$ cat src/rtl/mc_pkg.sv
// Shared definitions for the multi-cycle MIPS control unit:
// state encodings, opcode/funct constants, datapath select codes.
package mc_pkg;

   typedef enum logic [3:0] {
      S_FETCH  = 4'd0,
      S_DECODE = 4'd1,
      S_MEMADR = 4'd2,
      S_MEMRD  = 4'd3,
      S_MEMWB  = 4'd4,
      S_MEMWR  = 4'd5,
      S_EXEC   = 4'd6,
      S_RWB    = 4'd7,
      S_BRANCH = 4'd8,
      S_ADDIEX = 4'd9,
      S_ADDIWB = 4'd10,
      S_JUMP   = 4'd11,
      S_TRAP   = 4'd15
   } state_t;

   localparam logic [5:0] OP_RTYPE = 6'b000000;
   localparam logic [5:0] OP_LW    = 6'b100011;
   localparam logic [5:0] OP_SW    = 6'b101011;
   localparam logic [5:0] OP_BEQ   = 6'b000100;
   localparam logic [5:0] OP_ADDI  = 6'b001000;
   localparam logic [5:0] OP_J     = 6'b000010;

   localparam logic [5:0] F_ADD = 6'b100000;
   localparam logic [5:0] F_SUB = 6'b100010;
   localparam logic [5:0] F_AND = 6'b100100;
   localparam logic [5:0] F_OR  = 6'b100101;
   localparam logic [5:0] F_SLT = 6'b101010;

   localparam logic [2:0] ALU_ADD = 3'b010;
   localparam logic [2:0] ALU_SUB = 3'b110;
   localparam logic [2:0] ALU_AND = 3'b000;
   localparam logic [2:0] ALU_OR  = 3'b001;
   localparam logic [2:0] ALU_SLT = 3'b111;

   localparam logic [1:0] SRCB_B      = 2'b00;
   localparam logic [1:0] SRCB_FOUR   = 2'b01;
   localparam logic [1:0] SRCB_IMM    = 2'b10;
   localparam logic [1:0] SRCB_IMM_SH = 2'b11;

   localparam logic [1:0] PCSRC_ALU  = 2'b00;
   localparam logic [1:0] PCSRC_OUT  = 2'b01;
   localparam logic [1:0] PCSRC_JUMP = 2'b10;

   localparam logic [1:0] FAULT_NONE    = 2'b00;
   localparam logic [1:0] FAULT_ILLEGAL = 2'b01;
   localparam logic [1:0] FAULT_TIMEOUT = 2'b10;

   // What the ALU is asked to do in the current state.
   typedef enum logic [1:0] {
      AC_NONE  = 2'd0,
      AC_ADD   = 2'd1,
      AC_SUB   = 2'd2,
      AC_FUNCT = 2'd3
   } alu_class_t;

   // States that hold the memory port and wait on mem_ready.
   function automatic logic is_mem_state(input state_t s);
      return (s == S_FETCH) || (s == S_MEMRD) || (s == S_MEMWR);
   endfunction

   // Final states of an instruction; leaving them to FETCH retires it.
   function automatic logic is_retire_state(input state_t s);
      return (s == S_MEMWB) || (s == S_MEMWR) || (s == S_RWB) ||
             (s == S_BRANCH) || (s == S_ADDIWB) || (s == S_JUMP);
   endfunction

endpackage

$ cat src/rtl/alu_decoder.sv
// ALU control decoder: maps the state's ALU class and funct to alu_ctrl.
// Ports: alu_class, funct in; alu_ctrl, funct_illegal out.
module alu_decoder
   import mc_pkg::*;
(
   input  alu_class_t  alu_class,
   input  logic [5:0]  funct,
   output logic [2:0]  alu_ctrl,
   output logic        funct_illegal
);

   always_comb begin
      alu_ctrl      = ALU_AND;
      funct_illegal = 1'b0;
      case (alu_class)
         AC_ADD: alu_ctrl = ALU_ADD;
         AC_SUB: alu_ctrl = ALU_SUB;
         AC_FUNCT: begin
            case (funct)
               F_ADD:   alu_ctrl = ALU_ADD;
               F_SUB:   alu_ctrl = ALU_SUB;
               F_AND:   alu_ctrl = ALU_AND;
               F_OR:    alu_ctrl = ALU_OR;
               F_SLT:   alu_ctrl = ALU_SLT;
               default: funct_illegal = 1'b1;
            endcase
         end
         default: alu_ctrl = ALU_AND;
      endcase
   end

endmodule

$ cat src/rtl/multicycle_ctrl.sv
// Main control FSM for a multi-cycle MIPS datapath with shared memory port.
// Ports: clk, rst, opcode, funct, zero, mem_ready in; datapath strobes and
// selects, state, retired count and fault code out.
module multicycle_ctrl
   import mc_pkg::*;
#(
   parameter int CNT_W      = 32,
   parameter int WAIT_LIMIT = 15
) (
   input  logic             clk,
   input  logic             rst,
   input  logic [5:0]       opcode,
   input  logic [5:0]       funct,
   input  logic             zero,
   input  logic             mem_ready,
   output logic             pc_write,
   output logic             pc_write_cond,
   output logic             i_or_d,
   output logic             mem_read,
   output logic             mem_write,
   output logic             ir_write,
   output logic             mem_to_reg,
   output logic             reg_dst,
   output logic             reg_write,
   output logic             alu_src_a,
   output logic [1:0]       alu_src_b,
   output logic [2:0]       alu_ctrl,
   output logic [1:0]       pc_source,
   output logic [3:0]       state,
   output logic [CNT_W-1:0] retired,
   output logic [1:0]       fault
);

   localparam int WCW = $clog2(WAIT_LIMIT + 1);

   state_t         cur_state;
   state_t         nxt_state;
   logic [WCW-1:0] wait_cnt;
   logic [1:0]     trap_code;
   logic           mem_timeout;
   alu_class_t     alu_class;
   logic           funct_illegal;

   // zero gates pc_write_cond inside the datapath, not in this FSM.
   logic unused_zero;
   assign unused_zero = zero;

   assign state = cur_state;

   alu_decoder u_alu_dec (
      .alu_class     (alu_class),
      .funct         (funct),
      .alu_ctrl      (alu_ctrl),
      .funct_illegal (funct_illegal)
   );

   // This is the WAIT_LIMIT-th consecutive idle cycle in a memory state.
   assign mem_timeout = is_mem_state(cur_state) && !mem_ready &&
                        (wait_cnt == WCW'(WAIT_LIMIT - 1));

   always_ff @(posedge clk) begin
      if (rst) begin
         cur_state <= S_FETCH;
      end else begin
         cur_state <= nxt_state;
      end
   end

   always_comb begin
      nxt_state = cur_state;
      trap_code = FAULT_NONE;
      case (cur_state)
         S_FETCH: begin
            if (mem_ready) begin
               nxt_state = S_DECODE;
            end else if (mem_timeout) begin
               nxt_state = S_TRAP;
               trap_code = FAULT_TIMEOUT;
            end
         end
         S_DECODE: begin
            case (opcode)
               OP_LW, OP_SW: nxt_state = S_MEMADR;
               OP_RTYPE:     nxt_state = S_EXEC;
               OP_BEQ:       nxt_state = S_BRANCH;
               OP_ADDI:      nxt_state = S_ADDIEX;
               OP_J:         nxt_state = S_JUMP;
               default: begin
                  nxt_state = S_TRAP;
                  trap_code = FAULT_ILLEGAL;
               end
            endcase
         end
         S_MEMADR: begin
            nxt_state = (opcode == OP_LW) ? S_MEMRD : S_MEMWR;
         end
         S_MEMRD: begin
            if (mem_ready) begin
               nxt_state = S_MEMWB;
            end else if (mem_timeout) begin
               nxt_state = S_TRAP;
               trap_code = FAULT_TIMEOUT;
            end
         end
         S_MEMWR: begin
            if (mem_ready) begin
               nxt_state = S_FETCH;
            end else if (mem_timeout) begin
               nxt_state = S_TRAP;
               trap_code = FAULT_TIMEOUT;
            end
         end
         S_EXEC: begin
            if (funct_illegal) begin
               nxt_state = S_TRAP;
               trap_code = FAULT_ILLEGAL;
            end else begin
               nxt_state = S_RWB;
            end
         end
         S_ADDIEX: nxt_state = S_ADDIWB;
         S_MEMWB, S_RWB, S_BRANCH, S_ADDIWB, S_JUMP: nxt_state = S_FETCH;
         S_TRAP:   nxt_state = S_TRAP;
         default:  nxt_state = S_FETCH;
      endcase
   end

   always_comb begin
      pc_write      = 1'b0;
      pc_write_cond = 1'b0;
      i_or_d        = 1'b0;
      mem_read      = 1'b0;
      mem_write     = 1'b0;
      ir_write      = 1'b0;
      mem_to_reg    = 1'b0;
      reg_dst       = 1'b0;
      reg_write     = 1'b0;
      alu_src_a     = 1'b0;
      alu_src_b     = SRCB_B;
      pc_source     = PCSRC_ALU;
      alu_class     = AC_NONE;
      case (cur_state)
         S_FETCH: begin
            mem_read  = 1'b1;
            alu_src_b = SRCB_FOUR;
            alu_class = AC_ADD;
            // IR and PC only update when the fetch actually completes.
            ir_write  = mem_ready;
            pc_write  = mem_ready;
         end
         S_DECODE: begin
            alu_src_b = SRCB_IMM_SH;
            alu_class = AC_ADD;
         end
         S_MEMADR: begin
            alu_src_a = 1'b1;
            alu_src_b = SRCB_IMM;
            alu_class = AC_ADD;
         end
         S_MEMRD: begin
            mem_read = 1'b1;
            i_or_d   = 1'b1;
         end
         S_MEMWB: begin
            reg_write  = 1'b1;
            mem_to_reg = 1'b1;
         end
         S_MEMWR: begin
            mem_write = 1'b1;
            i_or_d    = 1'b1;
         end
         S_EXEC: begin
            alu_src_a = 1'b1;
            alu_class = AC_FUNCT;
         end
         S_RWB: begin
            reg_write = 1'b1;
            reg_dst   = 1'b1;
         end
         S_BRANCH: begin
            alu_src_a     = 1'b1;
            alu_class     = AC_SUB;
            pc_write_cond = 1'b1;
            pc_source     = PCSRC_OUT;
         end
         S_ADDIEX: begin
            alu_src_a = 1'b1;
            alu_src_b = SRCB_IMM;
            alu_class = AC_ADD;
         end
         S_ADDIWB: begin
            reg_write = 1'b1;
         end
         S_JUMP: begin
            pc_write  = 1'b1;
            pc_source = PCSRC_JUMP;
         end
         default: alu_class = AC_NONE;
      endcase
   end

   always_ff @(posedge clk) begin
      if (rst) begin
         wait_cnt <= '0;
         retired  <= '0;
         fault    <= FAULT_NONE;
      end else begin
         if (nxt_state != cur_state || !is_mem_state(cur_state) ||
             mem_ready) begin
            wait_cnt <= '0;
         end else begin
            wait_cnt <= wait_cnt + WCW'(1);
         end
         if (is_retire_state(cur_state) && nxt_state == S_FETCH) begin
            retired <= retired + CNT_W'(1);
         end
         // Only the first fault is recorded; TRAP is never left.
         if (cur_state != S_TRAP && nxt_state == S_TRAP) begin
            fault <= trap_code;
         end
      end
   end

endmodule

$ cat config.mk
export PLATFORM = sky130hd
export DESIGN_NAME = multicycle_ctrl
export DESIGN_NICKNAME = d
export VERILOG_FILES = /design/src/rtl/mc_pkg.sv /design/src/rtl/alu_decoder.sv /design/src/rtl/multicycle_ctrl.sv
export SDC_FILE = /design/constraint.sdc
export NUM_CORES = 1
export LEC_CHECK = 0
export CAP_MARGIN = 25
export CORE_MARGIN = 2
export CORE_UTILIZATION = 55
export CTS_CLUSTER_SIZE = 30
export DETAILED_ROUTE_END_ITERATION = 10
export DONT_BUFFER_PORTS = 1
export PLACE_DENSITY_LB_ADDON = 0.05
export REMOVE_ABC_BUFFERS = 1
export SLEW_MARGIN = 25
export SYNTH_ARGS = -nofsm -noshare
export SYNTH_HDL_FRONTEND = slang
export SYNTH_HIERARCHICAL = 1
export SYNTH_SLANG_ARGS = --single-unit
$ cat constraint.sdc
create_clock -name clk -period 3.3 [get_ports clk]
set_input_delay 0.33 -clock clk [delete_from_list [all_inputs] [get_ports clk]]
set_output_delay 0.33 -clock clk [all_outputs]
set_load 0.05 [all_outputs]
After elaboration in Yosys (flattened, before gate mapping) --
Cells that the tools add are included.
Word-level totals: flip-flop bits (word level) 42, input bits 16, output and inout port bits 55, word-level logic and storage cells 94
Operators by class: add/subtract/negate cells 2, eq/ne operators 29, mux-type cells 30, reductions and logical operators 29
Operators by type and width (count):
- 6-bit == test (second input constant) | 7
- 32-bit by 1-bit adder with 32-bit output (second input constant) | 1
- 4-bit one-hot mux with 8 select lines | 1
- 4-bit == test (second input constant) | 7
- 4-bit 2-to-1 mux | 5
- 4-bit one-hot mux with 5 select lines | 1
- 2-bit one-hot mux with 3 select lines | 3
- 4-bit by 3-bit == test with 1-bit output (second input constant) | 4
- 1-bit 2-to-1 mux | 13
- 3-bit one-hot mux with 4 select lines | 1
- 2-bit OR reduction | 5
- 1-bit logical OR | 9
- 3-bit one-hot mux with 3 select lines | 1
- 4-bit by 2-bit == test with 1-bit output (second input constant) | 2
- 4-bit logical NOT | 2
- 4-bit OR reduction | 2
- 6-bit by 2-bit == test with 1-bit output (second input constant) | 1
- 6-bit by 3-bit == test with 1-bit output (second input constant) | 1
- 6-bit by 4-bit == test with 1-bit output (second input constant) | 1
- 6-bit logical NOT | 1
- 3-bit OR reduction | 2
- 6-bit OR reduction | 1
- 5-bit OR reduction | 1
- 4-bit by 1-bit adder with 4-bit output (second input constant) | 1
- other kinds (11) | 17

Longest topological paths before layout --
word-level depth 12, mapped depth 10, mapped depth without buffers 9

Modules after synthesis --
Netlist, hierarchy kept.
Modules (own cells, without submodules):
- multicycle_ctrl | times used 1, cells each 313, area each 2431.1 um2, seq. area each 840.8 um2
- alu_decoder | times used 1, cells each 15, area each 126.4 um2, seq. area each 0.0 um2

Worst setup path after synthesis --
No wires, ideal clock.
path type register to output, from register cur_state[1] (netlist: state[1]), to output alu_ctrl[2], data arrival time 3.260 ns, data required time 2.970 ns, slack -0.290 ns, cell stages (with the launch flop) 7, path buffers 2, cell sequence dfxtp_1 clkbuf_1 buf_1 mux2_2 nor2_1 nand2_1 o32ai_1
On the way: cells in the longest elaborated chain, start to end 5, elaborated cells on any way between the ends 12, those cells by class eq/ne: 8; mux: 2; reduce/logical: 2
RTL lines:
- start, declared | line multicycle_ctrl.sv:36 | state_t cur_state;
- start signal, assigned | line multicycle_ctrl.sv:65 | cur_state <= nxt_state;
- 4-bit == test, or another cell as far along | line multicycle_ctrl.sv:142 | case (cur_state)
- 4-bit OR reduction (no source line)
- 2-bit one-hot mux with 3 select lines (*) | line multicycle_ctrl.sv:142
- net alu_class[1] | line multicycle_ctrl.sv:41 | alu_class_t alu_class;
- 2-bit == test / 2-bit by 1-bit == test with 1-bit output (equally long branches) | line alu_decoder.sv:15 | case (alu_class)
- 3-bit one-hot mux with 3 select lines (*) | line alu_decoder.sv:15
- end, declared | line multicycle_ctrl.sv:27 | output logic [2:0] alu_ctrl,
Mark *: on every way through the listed nets, which the timed path passes. The rest lies on a longest branch.

Worst setup path after layout --
from register cur_state[2] (netlist: state[2]), to register retired[21]
On the way: cells in the longest elaborated chain, start to end 10, elaborated cells on any way between the ends 34, those cells by class eq/ne: 13; mux: 8; reduce/logical: 13
RTL lines:
- parallel branches: the longest is 9 deep, another holds 4-bit one-hot mux with 8 select lines
- 1-bit logical AND (*) | line multicycle_ctrl.sv:214 | if (is_retire_state(cur_state) && nxt_state == S_FETCH) begin
- end signal, assigned | line multicycle_ctrl.sv:215 | retired <= retired + CNT_W'(1);
- end, declared | line multicycle_ctrl.sv:30 | output logic [CNT_W-1:0] retired,
Every way passes the cells marked *. A chain may end at the register's enable or synchronous reset.

==> flow_metrics.tcl <==
set metrics [dict create \
    critical_path.max_fanout 18 \
    wirelength_um 6270 \
    dpl.hpwl_um 4570 \
    n_antenna_cell 0 \
    required_ns 3.52 \
    pre_cts_ws_ns 0.308 \
    cp_data_arrival_time_ns 3.23 \
    dr.pass1.iters 4 \
    final_cell_mix "42 x dfxtp_1, 30 x nand2_1, 30 x a21oi_1" \
    synth_edf_count 0 \
    numCtsBuffers 5 \
    antenna_found_initial 0 \
    globalplace.congestion 0.922 \
    multiInputGateArea_um2 1630 \
    top_layer "met4" \
    crit_path_end_kind "flip-flop" \
    synth_area_um2 2560 \
    critPathLaunchType "flip-flop" \
    rsz0062_at_grt "no" \
    min_period_over_period_pct 91.0 \
    synth_compound_area_share_pct 20.8 \
    cts_hold_buf 0 \
    die_h_um 72.2 \
    synthXorXnorAreaFrac_pct 3.42 \
    min_path_type "in2reg" \
    synth-adder-area-share_pct 1.47 \
    start_util_pct 57.9 \
    fin_ws_ns 0.297 \
    clkTransAtPathRegs_ns 0.08 \
    status "completed" \
    p_per_area_nw_per_um2 717 \
    drive_above_1_share_pct 14.5 \
    clock_latency_ns 0.29 \
    coreArea_um2 4410 \
    h-tree-depth 2 \
    cts_resized 0 \
    routed-wl-met2_um 3010 \
    grtUsageTotal_pct 24.7 \
    die_x_um 72.2 \
    max_freq_mhz 333 \
    ys_seq_area_share_pct 32.9 \
    fillers 414 \
    place_area_um2 2770 \
    grt_max_degree 45 \
    fin_crit_ns 3.00 \
    die-area_um2 5210 \
    maxCapViolCount 0 \
    final-max-slew-violation-count 0 \
    synthMuxAreaShare_pct 2.30 \
    finClkSkew_ns 0.00403 \
    mostFrequentLayoutCell "dfxtp_1" \
    setup_violations 0 \
    criticalPathCategory "reg2reg" \
    cts_num_sinks 42 \
    post_cts_buffers 0 \
    fin_setup_tns_ns 0 \
    synth_ff_type "dfxtp_1" \
    vdd_drop_max_mv 0.293 \
    via_per_inst 6.36 \
    async_flop_share_pct 0 \
    nets 363 \
    cts_tree "yes" \
    relSlewSlack_pct 39.3 \
    clockBufferDepth 2 \
    hold_violations 0 \
    drt-wirelength-per-cell_um 15.8 \
    synth_cell_type_count 59 \
    grt_pass1_wl_um 10400 \
    syn2layout_area_growth_pct 12.0 \
    seqCellArea_um2 841 \
    ant_nets 0 \
    wl_met3_um 470 \
    drc 0 \
    vias 2523 \
    rows 24 \
    grt_overflow 0 \
    fin_area_um2 2860 \
    synthSimpleGateAreaFrac_pct 34.5 \
    grt_pass1_vias 2310 \
    worstMarginPinSlew_ns 0.905 \
    p_total_mw 2.05 \
    synth_top_family_by_area "simple AND/OR/NAND/NOR gates" \
    p_leak_nw 0.953 \
    syn_inst 328 \
    port-buffer-count 0 \
    root_buffer "clkbuf_8" \
    final_util_pct 64.9 \
    ys_seq_elements 42 \
    drtIter0Drc 104 \
    io_pins 71 \
    syn_avg_cell_area_um2 7.80 \
    synth_warnings 6 \
    met1Wirelength_um 2720 \
]
## cell type report
cell class / instances / area share, %
inverter: 9 / 1.18
timing repair buffer: 27 / 7.21
multi-input combinational: 259 / 56.8
tap: 52 / 2.27
clock buffer: 7 / 3.01
clock inverter: 1 / 0.175
sequential: 42 / 29.4
## path summary, 6_finish.rpt
kind,to,start,cells after the start,slack [ns]
worst max register to register,retired[21],state[2],7,0.30
worst min-delay path,retired[7],rst,1,0.10
worst min register to register,wait_cnt[0],wait_cnt[0],1,0.47
worst max-delay path,retired[21],state[2],7,0.30
## cell usage after synthesis, types with 3 or more instances
master	number	area share, %
a21oi_1	30	5.9
xor2_1	5	1.7
nor4b_1	4	1.4
o31ai_1	13	3.8
nand4_1	8	2.0
nand2_1	30	4.4
dfxtp_1	42	33
nor2_1	27	4.0
inv_1	9	1.3
xnor2_1	5	1.7
or4_1	15	4.4
or3_1	15	3.7
nand2b_1	5	1.2
ha_1	3	1.5
o21ai_0	19	3.7
and4_1	4	1.4
nand3_1	13	2.5
clkbuf_1	11	1.6
nor2b_1	7	1.7
mux2_2	3	1.3
nor3_1	11	2.2
## per-stage QoR
step                instances  hold WS, ns
detailed placement        389        0.404
global placement          389        0.403
CTS                       397       0.0872
finish                    397        0.103
global route              397       0.0844
floorplan                 310        0.399
## worst max-delay path: stages, from the launching register on
cell      delay (ns)
dfxtp_1         0.40
buf_4           0.27
nand3b_1        0.15
a21oi_1         0.12
o31ai_1         0.50
nand4_1         0.66
or4_1           0.67
a21oi_1         0.16
## power by group
group	internal, mW	total, mW	leakage (nW)	switching [mW]
clock	0.169	0.338	0.0482	0.169
sequential	0.539	0.625	0.339	0.0860
combinational	0.328	1.09	0.566	0.764
total	1.04	2.05	0.953	1.02
## cell families (layout without fill, tap and decap cells)
| group | Yosys count | after routing |
|---|---|---|
| AO/OA/AOI/OAI | 84 | 84 |
| XOR/XNOR | 10 | 10 |
| adder cells (fa/ha/maj) | 3 | 3 |
| buffers and inverters | 27 | 44 |
| flip-flops | 42 | 42 |
| multiplexers | 5 | 5 |
| AND/OR/NAND/NOR | 157 | 157 |
## registers in the layout (all words and copies together) (netlist names)
| signal | cells |
|---|---|
| retired | 32 |
| state | 4 |
| wait_cnt | 4 |
| fault | 2 |
## routing by layer
metal / global-route usage [%] / vias to the layer above
met4: 8.18 / 0
li1: - / 1269
met2: 41.4 / 73
met1: 31.3 / 1174
met3: 5.83 / 7
met5: 0 / -
No activity file was read; power rests on OpenSTA's default activity.
